--- src/rtl/lisnoc_mp_simple_master.sv ---
// Hardware initiator for the simple message-passing bus slave.
// Buffers local TX packets whole, writes them out, reads RX packets on irq.
module lisnoc_mp_simple_master #(
    parameter int data_width = 32,
    parameter int max_packet = 16,
    parameter int size_width = 5
) (
    input  logic                  clk,
    input  logic                  rst,

    input  logic [data_width-1:0] tx_data,
    input  logic                  tx_last,
    input  logic                  tx_valid,
    output logic                  tx_ready,

    output logic [data_width-1:0] rx_data,
    output logic                  rx_last,
    output logic                  rx_valid,
    input  logic                  rx_ready,

    output logic                  err_trunc,

    output logic [5:0]            bus_addr,
    output logic                  bus_we,
    output logic                  bus_en,
    output logic [data_width-1:0] bus_data_out,
    input  logic [data_width-1:0] bus_data_in,
    input  logic                  bus_ack,
    input  logic                  irq
);

    localparam int CW = $clog2(max_packet + 1);
    localparam int IW = (max_packet > 1) ? $clog2(max_packet) : 1;

    typedef enum logic [1:0] {
        FILL,
        READY,
        DROP
    } fill_e;

    typedef enum logic [2:0] {
        IDLE,
        TX_SIZE,
        TX_FLIT,
        RX_SIZE,
        RX_FLIT
    } bus_e;

    fill_e                 fill_q, fill_d;
    bus_e                  bus_q, bus_d;

    logic [CW-1:0]         count_q, count_d;
    logic                  trunc_q, trunc_d;
    logic                  err_q, err_d;
    logic [IW-1:0]         idx_q, idx_d;
    logic [size_width-1:0] rem_q, rem_d;

    logic [data_width-1:0] rx_data_q, rx_data_d;
    logic                  rx_valid_q, rx_valid_d;
    logic                  rx_last_q, rx_last_d;

    logic [data_width-1:0] buf_q [max_packet];

    logic                  buf_we;
    logic                  bus_fire;
    logic                  last_idx;
    logic                  tx_done;

    // A bus transaction completes on any edge where request and ack meet.
    assign bus_fire = bus_en & bus_ack;

    // Last buffered flit is the one at count-1.
    assign last_idx = (CW'(idx_q) == (count_q - CW'(1)));

    // Final flit write acked: the buffer can be handed back to the filler.
    assign tx_done  = (bus_q == TX_FLIT) & bus_fire & last_idx;

    assign rx_data   = rx_data_q;
    assign rx_valid  = rx_valid_q;
    assign rx_last   = rx_last_q;
    assign err_trunc = err_q;
    assign bus_addr  = 6'd0;

    // Fill side: collect one packet, hold it until sent, drop overflow.
    always_comb begin
        fill_d   = fill_q;
        count_d  = count_q;
        trunc_d  = trunc_q;
        err_d    = 1'b0;
        buf_we   = 1'b0;
        tx_ready = 1'b0;
        unique case (fill_q)
            FILL: begin
                tx_ready = 1'b1;
                if (tx_valid) begin
                    buf_we  = 1'b1;
                    count_d = count_q + CW'(1);
                    if (tx_last) begin
                        fill_d = READY;
                    end else if (count_q == CW'(max_packet - 1)) begin
                        fill_d  = READY;
                        trunc_d = 1'b1;
                        err_d   = 1'b1;
                    end
                end
            end
            READY: begin
                if (tx_done) begin
                    count_d = '0;
                    trunc_d = 1'b0;
                    fill_d  = trunc_q ? DROP : FILL;
                end
            end
            DROP: begin
                tx_ready = 1'b1;
                if (tx_valid && tx_last) begin
                    fill_d = FILL;
                end
            end
            default: begin
                fill_d = FILL;
            end
        endcase
    end

    // Packet storage; contents are don't-care until count covers them.
    always_ff @(posedge clk) begin
        if (buf_we) begin
            buf_q[count_q[IW-1:0]] <= tx_data;
        end
    end

    // Bus request decode, from registered state only.
    always_comb begin
        bus_en       = 1'b0;
        bus_we       = 1'b0;
        bus_data_out = '0;
        unique case (bus_q)
            TX_SIZE: begin
                bus_en       = 1'b1;
                bus_we       = 1'b1;
                bus_data_out = data_width'(count_q);
            end
            TX_FLIT: begin
                bus_en       = 1'b1;
                bus_we       = 1'b1;
                bus_data_out = buf_q[idx_q];
            end
            RX_SIZE: begin
                bus_en = 1'b1;
            end
            RX_FLIT: begin
                bus_en = !rx_valid_q;
            end
            default: begin
                bus_en = 1'b0;
            end
        endcase
    end

    // Bus sequencing and the RX output register.
    always_comb begin
        bus_d      = bus_q;
        idx_d      = idx_q;
        rem_d      = rem_q;
        rx_data_d  = rx_data_q;
        rx_valid_d = rx_valid_q;
        rx_last_d  = rx_last_q;
        if (rx_valid_q && rx_ready) begin
            rx_valid_d = 1'b0;
        end
        unique case (bus_q)
            IDLE: begin
                if (fill_q == READY) begin
                    bus_d = TX_SIZE;
                end else if (irq) begin
                    bus_d = RX_SIZE;
                end
            end
            TX_SIZE: begin
                if (bus_fire) begin
                    bus_d = TX_FLIT;
                    idx_d = '0;
                end
            end
            TX_FLIT: begin
                if (bus_fire) begin
                    idx_d = idx_q + IW'(1);
                    if (last_idx) begin
                        bus_d = IDLE;
                    end
                end
            end
            RX_SIZE: begin
                if (bus_fire) begin
                    rem_d = bus_data_in[size_width-1:0];
                    if (bus_data_in[size_width-1:0] == '0) begin
                        bus_d = IDLE;
                    end else begin
                        bus_d = RX_FLIT;
                    end
                end
            end
            RX_FLIT: begin
                if (bus_fire) begin
                    rx_data_d  = bus_data_in;
                    rx_valid_d = 1'b1;
                    rx_last_d  = (rem_q == size_width'(1));
                    rem_d      = rem_q - size_width'(1);
                    if (rem_q == size_width'(1)) begin
                        bus_d = IDLE;
                    end
                end
            end
            default: begin
                bus_d = IDLE;
            end
        endcase
    end

    // State registers; reset abandons any transaction in flight.
    always_ff @(posedge clk) begin
        if (rst) begin
            fill_q     <= FILL;
            bus_q      <= IDLE;
            count_q    <= '0;
            trunc_q    <= 1'b0;
            err_q      <= 1'b0;
            idx_q      <= '0;
            rem_q      <= '0;
            rx_data_q  <= '0;
            rx_valid_q <= 1'b0;
            rx_last_q  <= 1'b0;
        end else begin
            fill_q     <= fill_d;
            bus_q      <= bus_d;
            count_q    <= count_d;
            trunc_q    <= trunc_d;
            err_q      <= err_d;
            idx_q      <= idx_d;
            rem_q      <= rem_d;
            rx_data_q  <= rx_data_d;
            rx_valid_q <= rx_valid_d;
            rx_last_q  <= rx_last_d;
        end
    end

endmodule

--- config.mk ---
export PLATFORM = sky130hd
export DESIGN_NAME = lisnoc_mp_simple_master
export DESIGN_NICKNAME = d
export VERILOG_FILES = /design/src/rtl/lisnoc_mp_simple_master.sv
export SDC_FILE = /design/constraint.sdc
export NUM_CORES = 1
export LEC_CHECK = 0
export ABC_AREA = 1
export CORE_UTILIZATION = 53
export DETAILED_ROUTE_END_ITERATION = 12
export PLACE_DENSITY = 0.8
export SLEW_MARGIN = 30
export SYNTH_ARGS = -nofsm -noshare
export SYNTH_HDL_FRONTEND = slang
export SYNTH_SLANG_ARGS = --single-unit
--- constraint.sdc ---
create_clock -name clk -period 4.9 [get_ports clk]
set_input_delay 0.98 -clock clk [delete_from_list [all_inputs] [get_ports clk]]
set_output_delay 0.98 -clock clk [all_outputs]
set_load 0.05 [all_outputs]
# After elaboration in Yosys (flattened, before gate mapping)
# Memories as Yosys holds them, arrays and structs flattened. A register that Yosys moved wholly into a read port is not among the register bits.
# Index checks and enable logic that the tools add are counted.
[op_classes]
add_sub_neg = 4
n_eq_ne = 22
muxes = 45
bitwise_logic = 5
reduce_logical = 20
[ops]
columns = ["cell", "n"]
rows = [
  ["$pmux W32 S2", 1],
  ["$mux W3", 9],
  ["$ne A2 B2 Y1 const B", 11],
  ["$mux W5", 4],
  ["$pmux W5 S2", 2],
  ["$mux W4", 4],
  ["$pmux W3 S5", 1],
  ["$mux W1", 14],
  ["$mux W2", 6],
  ["$sub A5 B1 Y5 const B", 2],
  ["$reduce_and A3 Y1", 3],
  ["$pmux W4 S2", 1],
  ["$reduce_and A7 Y1", 1],
  ["$eq A3 B2 Y1 const B", 2],
  ["$ne A3 B3 Y1 const B", 2],
  ["$pmux W2 S3", 1],
  ["$reduce_bool A2 Y1", 3],
  ["$add A5 B1 Y5 const B", 1],
  ["$eq A4 B5 Y1", 1],
  ["$eq A5 B1 Y1 const B", 1],
  ["$eq A5 B4 Y1 const B", 1],
  ["$logic_not A5 Y1", 1],
  ["$reduce_and A5 Y1", 1],
  ["$add A4 B1 Y4 const B", 1],
  ["other kinds (16)", 22],
]
[word_totals]
ff_bits = 55
ram_bits = 512
in_bits = 71
output_inout_bits = 76
wordCells = 107
n_memories = 1
[mem_list]
columns = ["name", "depth", "word_bits", "read_ports", "rd_ports_with_merged_regs", "write_ports", "line", "text"]
rows = [
  ["buf_q", 16, 32, 1, 1, 1, "62", "logic [data_width-1:0] buf_q [max_packet];"],
]

# Depth between registers and ports, before layout
# Gate-level depths: netlist of run 1.
[depth]
word_depth = 8
mapped_depth = 14
mapped_depth_nobuf = 14

# Least setup slack after synthesis of run 1
# No wires, ideal clock.
[synth_timing]
kind = "input to register"
startpoint = "input port tx_valid"
endpoint = "memory buf_q[3][0] (enable)"
setup_time_ps = 461
t_arrival_ps = 3357
required_time_ps = 4439
slack_ps = 1081
cell_stages = 2
n_path_buf = 0
path_cell_list = "nand2_1 > nor3_1"
[synth_between]
elab_chain_cells = 4
[synth_rtl]
columns = ["element", "line", "text"]
rows = [
  ["from (decl)", "13", "input logic tx_valid,"],
  ["$mux W1", "95", "if (tx_valid) begin"],
  ["$mux W1", "92", "unique case (fill_q)"],
  ["$mux W1", "128", "if (buf_we) begin"],
  ["$mux W1 (not written as such)", "129", "buf_q[count_q[IW-1:0]] <= tx_data;"],
  ["to (decl)", "62", ""],
]
# Every way passes these cells.

==> impl_metrics.csv, run 1 <==
group,metric,value,unit
status,status,"finished clean",
worst_setup_path,cp-start-kind,"flop",
power,ir_worst_vdd,0.2896,mV
sta,rsz0062_at_grt,"no",
cells_and_area,nFillCells,2992,
die,ios,147,
routing,post_drt_wl_per_cell,22.10,um
cells_and_area,drive_gt1_frac,0.08645,
min_path,whs_endpoint,"rx_data[4]$_SDFFE_PP0P_",
sta,report.final.slew_viol_count,0,
grt,grt_pass1_wl,84.53,mm
synth,syn_area,22660,sq um
synth,yosys-top-cells-area,"edfxtp_1 68%, o21ai_0 6.5%, dfxtp_1 5.2%",
synth,yosysSeqAreaShare,0.7308,
die,initial_core_util,0.5389,
place,hpwlAfterDp,29.48,mm
grt,met2_usage,0.4144,
die,die_w,208.8,um
synth,syn_area_per_cell,12.66,sq um
routing,via_per_inst,6.121,
routing,drc,0,
clock_tree,cts_root_buffer,"clkbuf_16",
sta,layout_min_cycle_time,4.619,ns
worst_setup_path,r2r-end,"buf_q[13][11]$_DFFE_PP_",
min_path,whs_path_depth,2,
clock_tree,cts_sinks,571,
clock_tree,cts.clk_slew.worst_paths,0.06,ns
routing,detail-route-antenna-nets,0,
synth,synthCells,1789,
sta,maxSlewHeadroom,0.3532,
sta,setup_ws,0.2807,ns
die,rows,75,
grt,antenna_found_initial,2,
clock_tree,clk_latency,0.63,ns
worst_setup_path,reg2reg_from,"fill_q[1]$_SDFFE_PP0P_",
sta,finalSetupTns,0,ns
sta,fmax,216.5,MHz
cells_and_area,areaGrowthSynthToFinish,17.22,%
routing,via_count,15270,
place,port_buffers,140,
grt,grt_overflow,0,
sta,timing.final.crit_share,0.9427,
sta,setup_viol,0,
grt,grt-busiest-layer,"met2",
worst_setup_path,ff2ff_path_depth,6,
worst_setup_path,r2r_setup_slack,2.07,ns
min_path,hold_class,"reg2reg",
die,dieArea,43580,sq um
worst_setup_path,crit_required,3.92,ns
worst_setup_path,worstPathMaxFanout,89,
worst_setup_path,endpoint_kind,"output pin",
cells_and_area,regArea,16570,sq um
grt,first_global_vias,14990,
place,post-place-ws,0.9487,ns
cells_and_area,multi_input_area,5339,sq um
worst_setup_path,crit_arrival,3.64,ns
grt,met1_usage,0.3396,
sta,finalHoldViolCount,0,
clock_tree,hold_buffers,0,
synth,yosysTopAreaCell,"edfxtp_1",
sta,finalClockSkew,0.04548,ns
sta,max_slew.worst_pin.slew,0.9680,ns
clock_tree,htree_num_levels,2,
place,gp_congestion,0.8319,
routing,wirelength,55.13,mm
run,cap_violations,0,
power,p_leak,8.610,nW
clock_tree,cts_resized,0,
clock_tree,cts_buffer_depth,3,
synth,synth_cell_type_count,34,
cells_and_area,fin_nets,1990,
clock_tree,tritoncts,"built",
grt,grt_use_total,0.2526,
synth,synth_seq_cells,571,
routing,drtIter0Drc,2077,
clock_tree,cts_buffers,56,
power,p_per_area,434.5,nW/um^2
synth,synthDominantCellAreaShare,0.6786,
worst_setup_path,crit_type,"reg2out",
min_path,min-delay-start,"rx_data[4]$_SDFFE_PP0P_",
clock_tree,cts_setup_buffers,0,
die,core_area,42040,sq um
die,die_y,208.8,um
synth,ys_warn_count,0,
routing,drt_first_pass_iters,8,
grt,grt_util_met3,0.05155,
grt,grt_max_degree,125,
[per-layer routing]
layer	up-vias	wire (um)
met5	-	13
met4	2	1327
met3	111	6197
met2	935	26350
met1	7355	21240
li1	6869	-
[stage by stage]
| step | total power (W) | hold slack (ns) | util | area [sq um] | cells |
|---|---|---|---|---|---|
| floorplan | 0.006692 | 0.4595 | - | 22670 | 1794 |
| global placement | 0.007196 | 0.4312 | 0.5860 | 24640 | 2390 |
| detailed placement | 0.007248 | 0.4386 | 0.5860 | 24640 | 2390 |
| CTS | 0.01156 | 0.4488 | 0.6308 | 26520 | 2493 |
| global route | 0.01189 | 0.4637 | 0.6316 | 26550 | 2494 |
| finish | 0.01154 | 0.4463 | 0.6317 | 26560 | 2495 |
[state kept, by name (all words and copies together), names as in the netlist, named ones only]
register	cells
buf_q	512
bus_q	3
count_q	5
err_trunc	1
fill_q	2
idx_q	4
rem_q	5
rx_data	32
rx_last	1
rx_valid	1
trunc_q	1
[synthesized netlist by cell type]
master and n:
o221ai_1 81, clkinv_1 1, nand3b_1 1, nand3_1 49, buf_1 2, nor2_1 305
o211ai_1 38, conb_1 1, nor2_8 1, nand3_2 2, xnor2_1 2, buf_2 35
nor3_1 7, a21oi_1 77, clkbuf_1 65, a31oi_1 2, nor4_2 1, inv_1 65
nand2_2 3, o22ai_1 39, or2_2 1, clkbuf_2 5, edfxtp_1 512, dfxtp_1 59
nand2_1 76, buf_6 7, buf_4 13, o21ai_0 293, inv_2 7, xor2_1 3
nor2_2 1, nand4_1 2, ha_1 9, o21ai_1 24
[kinds of logic after synthesis]
group	count (synthesis)	synth area share
fa+ha+maj	9	0.004971
compound gates	554	0.1423
xor+xnor	5	0.001933
buf+inv	200	0.03982
other cells	1	0.0001655
simple gates	449	0.08008
flops	571	0.7308
[cells in the final DEF (no fill, tap or decap), types with 4 or more instances in the layout]
cell / n
clkinv_2: 7
ha_1: 9
inv_2: 7
nand3_1: 48
buf_4: 43
o211ai_1: 38
dfxtp_1: 55
nor2_4: 12
edfxtp_1: 512
clkinv_1: 9
conb_1: 6
o21ai_0: 293
nand2_1: 76
buf_12: 5
clkbuf_16: 56
o22ai_1: 39
inv_1: 64
o221ai_1: 81
nor2_1: 293
clkdlybuf4s50_1: 136
clkbuf_1: 13
a21oi_1: 77
o21ai_1: 24
bufinv_16: 7
nor3_2: 4
[how the worst max path moves through the flow]
stage,startpoint,endpoint,slack [ns]
after floorplan,tx_valid,buf_q[3][0]$_DFFE_PP_,1.08
after global placement,bus_q[2]$_SDFFE_PP0P_,bus_data_out[3],0.98
after detailed placement,flop,bus_data_out[25],0.95
after CTS,flop,bus_data_out[25],0.30
after global routing,flop,bus_data_out[4],0.13
final,flop,bus_data_out[30],0.28
[area by class of cell]
cell class / count / area share
Antenna cell: 1 / 0.00009423
Clock buffer: 72 / 0.05616
Clock inverter: 31 / 0.01470
Inverter: 73 / 0.01051
Multi-Input combinational cell: 1023 / 0.2010
Sequential cell: 571 / 0.6239
Tap cell: 539 / 0.02539
Timing Repair Buffer: 185 / 0.06822
[power breakdown]
group	switching [W]	internal [W]	total [W]	leakage [nW]
combinational	0.00121	0.000494	0.00170	2.60
sequential	0.0000708	0.00540	0.00547	5.10
clock	0.00183	0.00253	0.00436	0.907
total	0.00311	0.00843	0.0115	8.61
[critical path, stage by stage, from the launching register on]
cell	delay (ns)
dfxtp_4	0.47
inv_6	0.52
buf_4	0.41
nor2_1	0.09
o221ai_1	0.22
nand3_1	0.13
a21oi_1	0.23
clkdlybuf4s50_1	0.86
(Power assumes the default switching activity.)
==> run 2, diff against run 1 <==
--- a/config.mk
+++ b/config.mk
@@ -9,6 +9,7 @@
 export CORE_UTILIZATION = 53
 export DETAILED_ROUTE_END_ITERATION = 12
 export PLACE_DENSITY = 0.8
+export SKIP_CTS_REPAIR_TIMING = 1
 export SLEW_MARGIN = 30
 export SYNTH_ARGS = -nofsm -noshare
 export SYNTH_HDL_FRONTEND = slang
==> results of run 2 <==
Same layout as run 1: the final DEF is identical, and so are final timing and power.
